[src/rtl/instr_fetch_unit_if.sv]
// Fetch-unit bus bundle: instruction-memory read port (req/gnt/rvalid)
// and the instruction hand-off to decode (valid/ready).
// master = fetch unit side, slave = memory/decode side.
interface instr_fetch_unit_if #(
    parameter int ADDR_W = 32,
    parameter int DATA_W = 32
);
    logic              mem_req;
    logic [ADDR_W-1:0] mem_addr;
    logic              mem_gnt;
    logic              mem_rvalid;
    logic [DATA_W-1:0] mem_rdata;
    logic              inst_valid;
    logic              inst_ready;
    logic [DATA_W-1:0] inst_out;
    logic [ADDR_W-1:0] inst_pc;

    modport master (
        output mem_req, mem_addr,
        input  mem_gnt, mem_rvalid, mem_rdata,
        output inst_valid, inst_out, inst_pc,
        input  inst_ready
    );

    modport slave (
        input  mem_req, mem_addr,
        output mem_gnt, mem_rvalid, mem_rdata,
        input  inst_valid, inst_out, inst_pc,
        output inst_ready
    );
endinterface

[src/rtl/instr_fetch_unit.sv]
// Instruction fetch unit: credit-limited word fetch from instruction memory,
// in-order prefetch FIFO, redirect flush with discard of in-flight responses,
// and halt once the fetch address passes MAX_PC and everything has drained.
//
// Optional feature macro: IFU_BYPASS_EN
//   defined   -> a response arriving at an empty FIFO drives decode in the same cycle
//   undefined -> decode is always fed from the FIFO registers
//
// state | meaning
// RUN   | fetching / draining
// HALT  | fetch address past MAX_PC, FIFO empty, nothing in flight (done=1)
module instr_fetch_unit #(
    parameter int                ADDR_W = 32,
    parameter int                DATA_W = 32,
    parameter int                DEPTH  = 4,
    parameter logic [ADDR_W-1:0] MAX_PC = 17
) (
    input  logic                clk,
    input  logic                rst_n,
    input  logic [ADDR_W-1:0]   pc_in,
    input  logic                redirect,
    instr_fetch_unit_if.master  bus,
    output logic                done
);
    localparam int PTR_W = $clog2(DEPTH);
    localparam int CNT_W = PTR_W + 2;

    typedef enum logic {RUN, HALT} state_t;

    state_t            state_q, state_d;
    logic [ADDR_W-1:0] fetch_q, fetch_d;
    logic [ADDR_W-1:0] resp_pc_q, resp_pc_d;
    logic [CNT_W-1:0]  outst_q, outst_d;
    logic [CNT_W-1:0]  disc_q, disc_d;
    logic [CNT_W-1:0]  count_q, count_d;
    logic [PTR_W-1:0]  rd_q, rd_d, wr_q, wr_d;
    logic              req_q, req_d;
    logic [ADDR_W-1:0] addr_q;
    logic [CNT_W-1:0]  outst_rst;

    logic [DATA_W-1:0] data_mem [DEPTH];
    logic [ADDR_W-1:0] tag_mem  [DEPTH];

    logic grant, keep, push, pop, empty, bypass;

    // Handshake decode, FIFO head / bypass output mux, and all next-state values.
    always_comb begin
        grant = req_q & bus.mem_gnt;
        empty = (count_q == '0);
        keep  = bus.mem_rvalid & (disc_q == '0) & ~redirect;
`ifdef IFU_BYPASS_EN
        bypass = rst_n & empty & keep;
`else
        bypass = 1'b0;
`endif
        pop  = ~empty & bus.inst_ready & ~redirect;
        push = keep & ~(bypass & bus.inst_ready);

        bus.mem_req    = req_q;
        bus.mem_addr   = addr_q;
        bus.inst_valid = ~empty | bypass;
        bus.inst_out   = '0;
        bus.inst_pc    = '0;
        if (!empty) begin
            bus.inst_out = data_mem[rd_q];
            bus.inst_pc  = tag_mem[rd_q];
        end else if (bypass) begin
            bus.inst_out = bus.mem_rdata;
            bus.inst_pc  = resp_pc_q;
        end

        // Outstanding never goes negative: responses left over from before a
        // reset are dropped without having been counted.
        outst_d = outst_q + CNT_W'(grant);
        if (bus.mem_rvalid && outst_d != '0) outst_d = outst_d - CNT_W'(1);
        outst_rst = (bus.mem_rvalid && outst_q != '0) ? outst_q - CNT_W'(1) : outst_q;

        disc_d = disc_q;
        if (bus.mem_rvalid && disc_q != '0) disc_d = disc_q - CNT_W'(1);
        if (redirect) disc_d = outst_d;

        fetch_d = redirect ? pc_in : fetch_q + ADDR_W'(grant);

        // Kept responses are in address order from the last redirect target,
        // so the tag is just a running address.
        resp_pc_d = resp_pc_q;
        if (redirect)  resp_pc_d = pc_in;
        else if (keep) resp_pc_d = resp_pc_q + ADDR_W'(1);

        rd_d    = rd_q;
        wr_d    = wr_q;
        count_d = count_q;
        if (redirect) begin
            rd_d    = '0;
            wr_d    = '0;
            count_d = '0;
        end else begin
            if (pop)  rd_d = rd_q + PTR_W'(1);
            if (push) wr_d = wr_q + PTR_W'(1);
            count_d = count_q + CNT_W'(push) - CNT_W'(pop);
        end

        state_d = state_q;
        if (redirect) begin
            if (pc_in <= MAX_PC) state_d = RUN;
        end else if (state_q == RUN && fetch_q > MAX_PC && outst_q == '0 && empty) begin
            state_d = HALT;
        end

        req_d = (state_d == RUN) && (fetch_d <= MAX_PC) &&
                ((count_d + outst_d) < CNT_W'(DEPTH));
    end

    // State, counters, pointers and the registered request port.
    always_ff @(posedge clk) begin
        if (!rst_n) begin
            state_q   <= RUN;
            fetch_q   <= '0;
            resp_pc_q <= '0;
            outst_q   <= '0;
            disc_q    <= outst_rst;
            count_q   <= '0;
            rd_q      <= '0;
            wr_q      <= '0;
            req_q     <= 1'b0;
            addr_q    <= '0;
        end else begin
            state_q   <= state_d;
            fetch_q   <= fetch_d;
            resp_pc_q <= resp_pc_d;
            outst_q   <= outst_d;
            disc_q    <= disc_d;
            count_q   <= count_d;
            rd_q      <= rd_d;
            wr_q      <= wr_d;
            req_q     <= req_d;
            addr_q    <= fetch_d;
        end
    end

    // FIFO storage; contents need no reset since empty masks the outputs.
    always_ff @(posedge clk) begin
        if (rst_n && push) begin
            data_mem[wr_q] <= bus.mem_rdata;
            tag_mem[wr_q]  <= resp_pc_q;
        end
    end

    assign done = (state_q == HALT);
endmodule

[src/flat_wrapper.sv]
// flat-port wrapper written by rule: the top's interface ports become plain ports
module instr_fetch_unit_flat 
#(
    parameter int                ADDR_W = 32,
    parameter int                DATA_W = 32,
    parameter int                DEPTH  = 4,
    parameter logic [ADDR_W-1:0] MAX_PC = 17
)
  (clk, rst_n, pc_in, redirect, done, bus_mem_req, bus_mem_addr, bus_mem_gnt, bus_mem_rvalid, bus_mem_rdata, bus_inst_valid, bus_inst_out, bus_inst_pc, bus_inst_ready);
  instr_fetch_unit_if #(.ADDR_W(ADDR_W), .DATA_W(DATA_W)) bus_i ();
  input  logic clk;
  input  logic rst_n;
  input  logic [ADDR_W-1:0] pc_in;
  input  logic redirect;
  output logic done;
  output wire logic [$bits(bus_i.mem_req)-1:0] bus_mem_req;
  output wire logic [$bits(bus_i.mem_addr)-1:0] bus_mem_addr;
  input wire logic [$bits(bus_i.mem_gnt)-1:0] bus_mem_gnt;
  input wire logic [$bits(bus_i.mem_rvalid)-1:0] bus_mem_rvalid;
  input wire logic [$bits(bus_i.mem_rdata)-1:0] bus_mem_rdata;
  output wire logic [$bits(bus_i.inst_valid)-1:0] bus_inst_valid;
  output wire logic [$bits(bus_i.inst_out)-1:0] bus_inst_out;
  output wire logic [$bits(bus_i.inst_pc)-1:0] bus_inst_pc;
  input wire logic [$bits(bus_i.inst_ready)-1:0] bus_inst_ready;
  assign bus_mem_req = bus_i.mem_req;
  assign bus_mem_addr = bus_i.mem_addr;
  assign bus_i.mem_gnt = bus_mem_gnt;
  assign bus_i.mem_rvalid = bus_mem_rvalid;
  assign bus_i.mem_rdata = bus_mem_rdata;
  assign bus_inst_valid = bus_i.inst_valid;
  assign bus_inst_out = bus_i.inst_out;
  assign bus_inst_pc = bus_i.inst_pc;
  assign bus_i.inst_ready = bus_inst_ready;
  instr_fetch_unit #(.ADDR_W(ADDR_W), .DATA_W(DATA_W), .DEPTH(DEPTH), .MAX_PC(MAX_PC)) u_core (.clk(clk), .rst_n(rst_n), .pc_in(pc_in), .redirect(redirect), .bus(bus_i), .done(done));
endmodule
[config.mk]
export PLATFORM = sky130hd
export DESIGN_NAME = instr_fetch_unit_flat
export DESIGN_NICKNAME = d
export VERILOG_FILES = /design/src/rtl/instr_fetch_unit_if.sv /design/src/rtl/instr_fetch_unit.sv /design/src/flat_wrapper.sv
export SDC_FILE = /design/constraint.sdc
export NUM_CORES = 1
export LEC_CHECK = 0
export CAP_MARGIN = 15
export CELL_PAD_IN_SITES_DETAIL_PLACEMENT = 0
export CELL_PAD_IN_SITES_GLOBAL_PLACEMENT = 2
export CORE_MARGIN = 4
export CORE_UTILIZATION = 40
export DETAILED_ROUTE_END_ITERATION = 8
export PLACE_DENSITY_LB_ADDON = 0.1
export SYNTH_ARGS = -nofsm -noshare
export SYNTH_HDL_FRONTEND = slang
export SYNTH_SLANG_ARGS = --single-unit
[constraint.sdc]
create_clock -name clk -period 6.5 [get_ports clk]
set_input_delay 1.3 -clock clk [delete_from_list [all_inputs] [get_ports clk]]
set_output_delay 1.3 -clock clk [all_outputs]
set_load 0.03 [all_outputs]
==> flow_metrics.env, run 1 <==
export IMPL_path_clk_slew_ps=50
export IMPL_nets=1322
export IMPL_grt_max_degree=72
export IMPL_postLayoutSetupSlackWorst_ps=1970
export IMPL_clock_sinks=340
export IMPL_synth_fp_nets=1160
export IMPL_fmax_ghz=0.221
export IMPL_crit_family="buffers and inverters"
export IMPL_hold_viol_final=0
export IMPL_start_util_pct=40.5
export IMPL_path_cells="buf_4 -> mux4_2 -> and2_1 -> clkdlybuf4s50_1"
export IMPL_end_kind="primary output"
export IMPL_cts_buffers=36
export IMPL_synth_edf_count=260
export IMPL_synthArstFlopShare_pct=0
export IMPL_htreeDepth=2
export IMPL_wl_per_cell_um=21.1
export IMPL_powerDensity_nw_per_um2=279
export IMPL_cp_depth=4
export IMPL_hold_buffers=0
export IMPL_min_path_type="register to register"
export IMPL_synthCells=1069
export IMPL_cp_max_fo=37
export IMPL_dieArea_um2=40200
export IMPL_drt_iter0_markers=554
export IMPL_slowest_delay_ps=870
export IMPL_port_buffers=168
export IMPL_slowest_stage="dfxtp_2"
export IMPL_dr_total_vias=9184
export IMPL_status="complete, no violations"
export IMPL_critical_path_class="register to primary output"
export IMPL_num_rows=70
export IMPL_clkLatencyLatePin_ps=510
export IMPL_grt_pass1_wl_mm=57.1
export IMPL_cts_root_buffer_cell="clkbuf_16"
export IMPL_wl_mm=36.4
export IMPL_post_cts_resized=0
export IMPL_post_route_min_period_ps=4530
export IMPL_fin_tns_setup_ps=0
export IMPL_n_antenna_cell=0
export IMPL_dieWidth_um=200
export IMPL_ioPinCount=169
export IMPL_clock_skew_ps=16.3
export IMPL_dr_pass1_iters=5
export IMPL_place_ws_ps=1530
export IMPL_cp_arrival_ps=3230
export IMPL_post_cts_buffers=0
export IMPL_vias_per_cell=5.33
export IMPL_remaining_drc_errors=0
export IMPL_track_usage_pct=17.9
export IMPL_drv_slew=0
export IMPL_worst_slew_pin_slew_ps=992
export IMPL_fillers=3246
export IMPL_drive_gt1_share_pct=11.5
export IMPL_reg2reg_depth=17
export IMPL_seq_area_frac_synth_pct=63.6
export IMPL_worstPathRequired_ps=5200
export IMPL_finalSetupViolCount=0
export IMPL_cts_path_max_buffers=3
export IMPL_worstSetupStartpointType="register"
export IMPL_fp_dieH_um=200
export IMPL_cp_buffers_inverters=2
export IMPL_leakagePower_nw=5.89
export IMPL_fp_coreArea_um2=36500
export IMPL_ir_worst_vdd_v=0.000148
export IMPL_syn_area_per_cell_um2=13.8
export IMPL_area_delta_synth_final_pct=21.9
export IMPL_ant_nets=0
export IMPL_hpwl_mm=24.7
export IMPL_worstHoldPathCells=2
export IMPL_synth_flop_cell="edfxtp_1"
export IMPL_grt_ovfl_total=0
export IMPL_cts_tree="done"
export IMPL_grt_pass1_vias=9639
export IMPL_syn_cell_area_um2=14800
export IMPL_ys_types=65
export IMPL_rsz0062_at_grt="false"
export IMPL_yosysWarnings=0
export IMPL_finalCritPeriodShare_pct=69.7
export IMPL_antenna_found_initial=0
export IMPL_worstHoldStart="u_core.rd_q[1]"
export IMPL_gp_congestion=0.808
export IMPL_r2r_start="u_core.count_q[2]"
export IMPL_synth_seq_cells=340
export IMPL_slew_headroom_pct=33.9
export IMPL_maxCapViolations=0
## worst paths after layout
check,to,slack (ps)
setup / recovery,bus_inst_pc[3],1970
hold / removal,register,540
setup reg to reg,u_core.bus.mem_req,2760
hold reg to reg,register,540
## routing by layer
metal | track usage, % | wire length (um) | vias to the layer above
li1 | - | - | 4371
met1 | 25.7 | 17100 | 4547
met2 | 28.9 | 17100 | 223
met3 | 2.98 | 1540 | 43
met4 | 4.23 | 706 | 0
met5 | 0 | 0 | -
## power breakdown
| group | switching, mW | internal (mW) | total [mW] |
|---|---|---|---|
| logic | 0.358 | 0.267 | 0.625 |
| clock network | 0.800 | 1.10 | 1.90 |
| registers | 0.0880 | 2.41 | 2.50 |
## per-stage QoR
stage / util [%] / hold slack, ps / std cells / area [um2] / power [mW]
finish: 49.4 / 540 / 1724 / 18000 / 5.03
global route: 49.4 / 567 / 1724 / 18000 / 5.26
CTS: 49.4 / 541 / 1724 / 18000 / 5.09
detailed placement: 46.4 / 518 / 1661 / 17000 / 3.18
global placement: 46.4 / 522 / 1661 / 17000 / 3.18
floorplan: - / 475 / 1069 / 14800 / 2.91
## cells in the final DEF (no fill, tap or decap), types with 16 or more instances in the layout
cell | netlist | routed
edfxtp_1 | 260 | 260
clkdlybuf4s50_1 | 0 | 167
dfxtp_1 | 80 | 78
and2_1 | 80 | 76
nand2_1 | 65 | 65
mux4_2 | 64 | 64
nor2_1 | 61 | 61
a21oi_1 | 52 | 52
xnor2_1 | 37 | 37
clkbuf_16 | 0 | 36
o21ai_0 | 33 | 33
inv_1 | 27 | 27
nand3_1 | 28 | 27
nor4_1 | 27 | 27
xor2_1 | 25 | 25
nand4_1 | 21 | 21
ha_1 | 20 | 20
nand2b_1 | 16 | 16
buf_4 | 1 | 16
## worst register-to-register path, cell delays in order (launching register included)
cell     delay, ps
dfxtp_1        290
inv_1           70
ha_1           170
nand3_2         80
and3_1         220
ha_1           280
inv_1           40
ha_1           210
fa_1           380
xnor2_1        220
nor2_1          70
ha_1           380
nor2_1          70
or4b_2         620
nand3_1        120
xor2_1         130
and4_1         170
and4_1         170
## kinds of logic (layout without fill, tap and decap cells)
logic type      count (synthesis)  count (layout)  synth area share, %
compound gates                140             140                 5.91
xor+xnor                       62              62                 3.67
fa+ha+maj                      21              21                 1.83
buf+inv                        88             275                 2.37
flops                         340             340                 63.6
mux                            64              64                 9.74
simple gates                  354             354                 12.9
## final cells by class
type | count | area [um2] | area share, %
Sequential cell | 340 | 9410 | 52.2
Inverter | 28 | 105 | 0.582
Clock buffer | 43 | 927 | 5.14
Timing Repair Buffer | 184 | 1800 | 9.95
Clock inverter | 20 | 165 | 0.915
Tap cell | 468 | 586 | 3.24
Multi-Input combinational cell | 641 | 5050 | 28.0
## synthesized netlist by cell type (16+ instances only)
library cell / n / share of area [%]
a21oi_1: 52 / 1.8
and2_1: 80 / 3.4
clkbuf_1: 48 / 1.2
dfxtp_1: 80 / 11
edfxtp_1: 260 / 53
ha_1: 20 / 1.7
inv_1: 27 / 0.68
mux4_2: 64 / 9.7
nand2_1: 65 / 1.6
nand2b_1: 16 / 0.68
nand3_1: 28 / 0.95
nand4_1: 21 / 0.89
nor2_1: 61 / 1.5
nor4_1: 27 / 1.1
o21ai_0: 33 / 1.1
xnor2_1: 37 / 2.2
xor2_1: 25 / 1.5
## state kept, by name, summed over array words and instances (netlist names), named ones only
signal / flops
u_core.data_mem: 128
u_core.tag_mem: 128
u_core.fetch_q: 32
u_core.disc_q: 4
u_core.resp_pc_q: 32
u_core.outst_q: 4
u_core.bus.mem_req: 1
u_core.done: 1
u_core.rd_q: 2
u_core.wr_q: 2
u_core.count_q: 4
No activity file was read; power rests on OpenSTA's default activity.
==> inputs of run 2 (changes only) <==
- clock period: 6.5 -> 4.25 ns (I/O delays scaled with it)
==> run 2 against run 1 <==
  * Clock skew fell by 3.3 ps
  * Critical endpoint is now u_core.bus.mem_req
  * Critical path depth rose by 11
  * Non-clock buffer count rose by 17
  * Highest routed layer unchanged
  * Sequential cell count did not move
  * Clock-buffer cell count rose by 4
  * Combinational power rose by 62%
  * Worst hold slack got worse by 4.8 ps
==> flow_metrics.env, run 2 (synthesized netlist as in run 1, its figures left out) <==
export IMPL_status="complete, no violations"
export IMPL_worstPathRequired_ps=4720
export IMPL_remaining_drc_errors=0
export IMPL_gr_usage_met3_pct=3.17
export IMPL_dieArea_um2=40200
export IMPL_post_route_min_period_ps=3780
export IMPL_wl_mm=36.8
export IMPL_dr_total_vias=9331
export IMPL_leakagePower_nw=6.04
export IMPL_worstHoldStart="u_core.rd_q[1]"
export IMPL_reg2reg_depth=17
export IMPL_cp_arrival_ps=4250
export IMPL_dr_pass1_iters=5
export IMPL_fp_dieH_um=200
export IMPL_path_clk_slew_ps=60
export IMPL_htreeDepth=2
export IMPL_dp_cells=1678
export IMPL_start_util_pct=40.5
export IMPL_hold_viol_final=0
export IMPL_drive_gt1_share_pct=13.0
export IMPL_hold_worst_slack_ps=535
export IMPL_maxCapViolations=0
export IMPL_cts_path_max_buffers=3
export IMPL_rsz0062_at_grt="false"
export IMPL_hpwl_mm=24.6
export IMPL_grt_pass1_wl_mm=57.5
export IMPL_num_rows=70
export IMPL_vias_per_cell=5.35
export IMPL_worst_slew_pin_slew_ps=960
export IMPL_drt_iter0_markers=540
export IMPL_fmax_ghz=0.265
export IMPL_powerDensity_nw_per_um2=433
export IMPL_grt_max_degree=73
export IMPL_finalSetupViolCount=0
export IMPL_cts_buffers=37
export IMPL_end_kind="register"
export IMPL_grt_ovfl_total=0
export IMPL_register_area_um2=9410
export IMPL_use_met2_pct=29.2
export IMPL_antenna_found_initial=0
export IMPL_port_buffers=168
export IMPL_reg_top3="u_core.data_mem x128, u_core.tag_mem x128"
export IMPL_reg2reg_to="u_core.bus.mem_req"
export IMPL_layoutNonFillerInstCount=1744
export IMPL_n_antenna_cell=0
export IMPL_track_usage_pct=18.1
export IMPL_drv_slew=0
export IMPL_grt_busiest_layer="met2"
export IMPL_critical_path_class="input port to register"
export IMPL_cp_max_fo=2
export IMPL_fin_tns_setup_ps=0
export IMPL_final_area_um2=18400
export IMPL_post_cts_resized=0
export IMPL_nets=1340
export IMPL_post_cts_buffers=0
export IMPL_min_path_type="register to register"
export IMPL_use_met1_pct=26.0
export IMPL_cts_tree="done"
export IMPL_grt_pass1_vias=9530
export IMPL_dpl_instance_area_um2=17200
export IMPL_mostFrequentLayoutCells="edfxtp_1 (260), clkdlybuf4s50_1 (167), dfxtp_1 (78), and2_1 (76), nand2_1 (65)"
export IMPL_slew_headroom_pct=35.9
export IMPL_ir_worst_vdd_v=0.000191
export IMPL_multi_input_area_um2=5050
export IMPL_ioPinCount=169
export IMPL_fillers=3207
export IMPL_r2r_slack_ps=590
export IMPL_layout_commonest_cell="edfxtp_1"
export IMPL_wl_per_cell_um=21.1
export IMPL_clock_skew_ps=13.0
export IMPL_hold_buffers=0
export IMPL_area_delta_synth_final_pct=24.1
export IMPL_cts_root_buffer_cell="clkbuf_16"
export IMPL_clock_sinks=340
export IMPL_ant_nets=0
export IMPL_dieWidth_um=200
export IMPL_fp_coreArea_um2=36500
export IMPL_finalCritPeriodShare_pct=88.9
export IMPL_worstSetupStartpointType="input port"
export IMPL_clkLatencyLatePin_ps=520
export IMPL_worstHoldPathCells=2
export IMPL_r2r_start="u_core.count_q[2]"
export IMPL_gp_congestion=0.846
run 2: cell count changes in the layout (fill, tap and decap cells not counted), sizes merged:
cell,change
clkinv,-4
inv,+2
clkbuf,+4
buf,+17
bufinv,+1
run 2: cell type report:
class / count / share of cell area, %
tap: 468 / 3.19
sequential: 340 / 51.3
inverter: 28 / 0.572
multi-input combinational: 641 / 27.5
timing repair buffer: 201 / 11.0
clock buffer: 47 / 5.47
clock inverter: 19 / 0.967
run 2: power breakdown:
part | internal (mW) | switching, mW
clock | 1.86 | 1.27
combinational | 0.439 | 0.570
sequential | 3.69 | 0.128
run 2: critical path: stages:
cell and delay [ps]:
clkdlybuf4s50_1 410, and3_1 180, ha_1 270, inv_1 40, ha_1 210, fa_1 380, xnor2_1 210, nor2_1 70
ha_1 320, nor2_1 50, or4b_2 620, nand3_1 120, xor2_1 160, and4_1 180, and4_1 170
run 2: per-stage QoR:
step | utilization, % | setup WS, ps | power [mW]
after floorplan | - | 4.33 | 4.45
after global placement | 47.1 | -61.9 | 4.90
after detailed placement | 47.1 | -87.8 | 4.91
after CTS | 50.3 | 422 | 8.07
after global routing | 50.3 | 129 | 8.32
final | 50.3 | 471 | 7.96
run 2: per-layer routing:
metal,vias to the layer above,part of all wire [%]
met5,-,0
met4,0,1.8
met3,52,5.1
met2,262,47
met1,4584,46
li1,4433,-
run 2: worst max path at each step:
stage / startpoint / to / cells after the start
final: bus_inst_ready / u_core.bus.mem_req / 15
after global routing: bus_mem_gnt / u_core.bus.mem_req / 18
after CTS: register / bus_inst_pc[8] / 4
after detailed placement: bus_inst_ready / u_core.bus.mem_req / 15
after global placement: bus_inst_ready / u_core.bus.mem_req / 15
after floorplan: redirect / u_core.bus.mem_req / 17
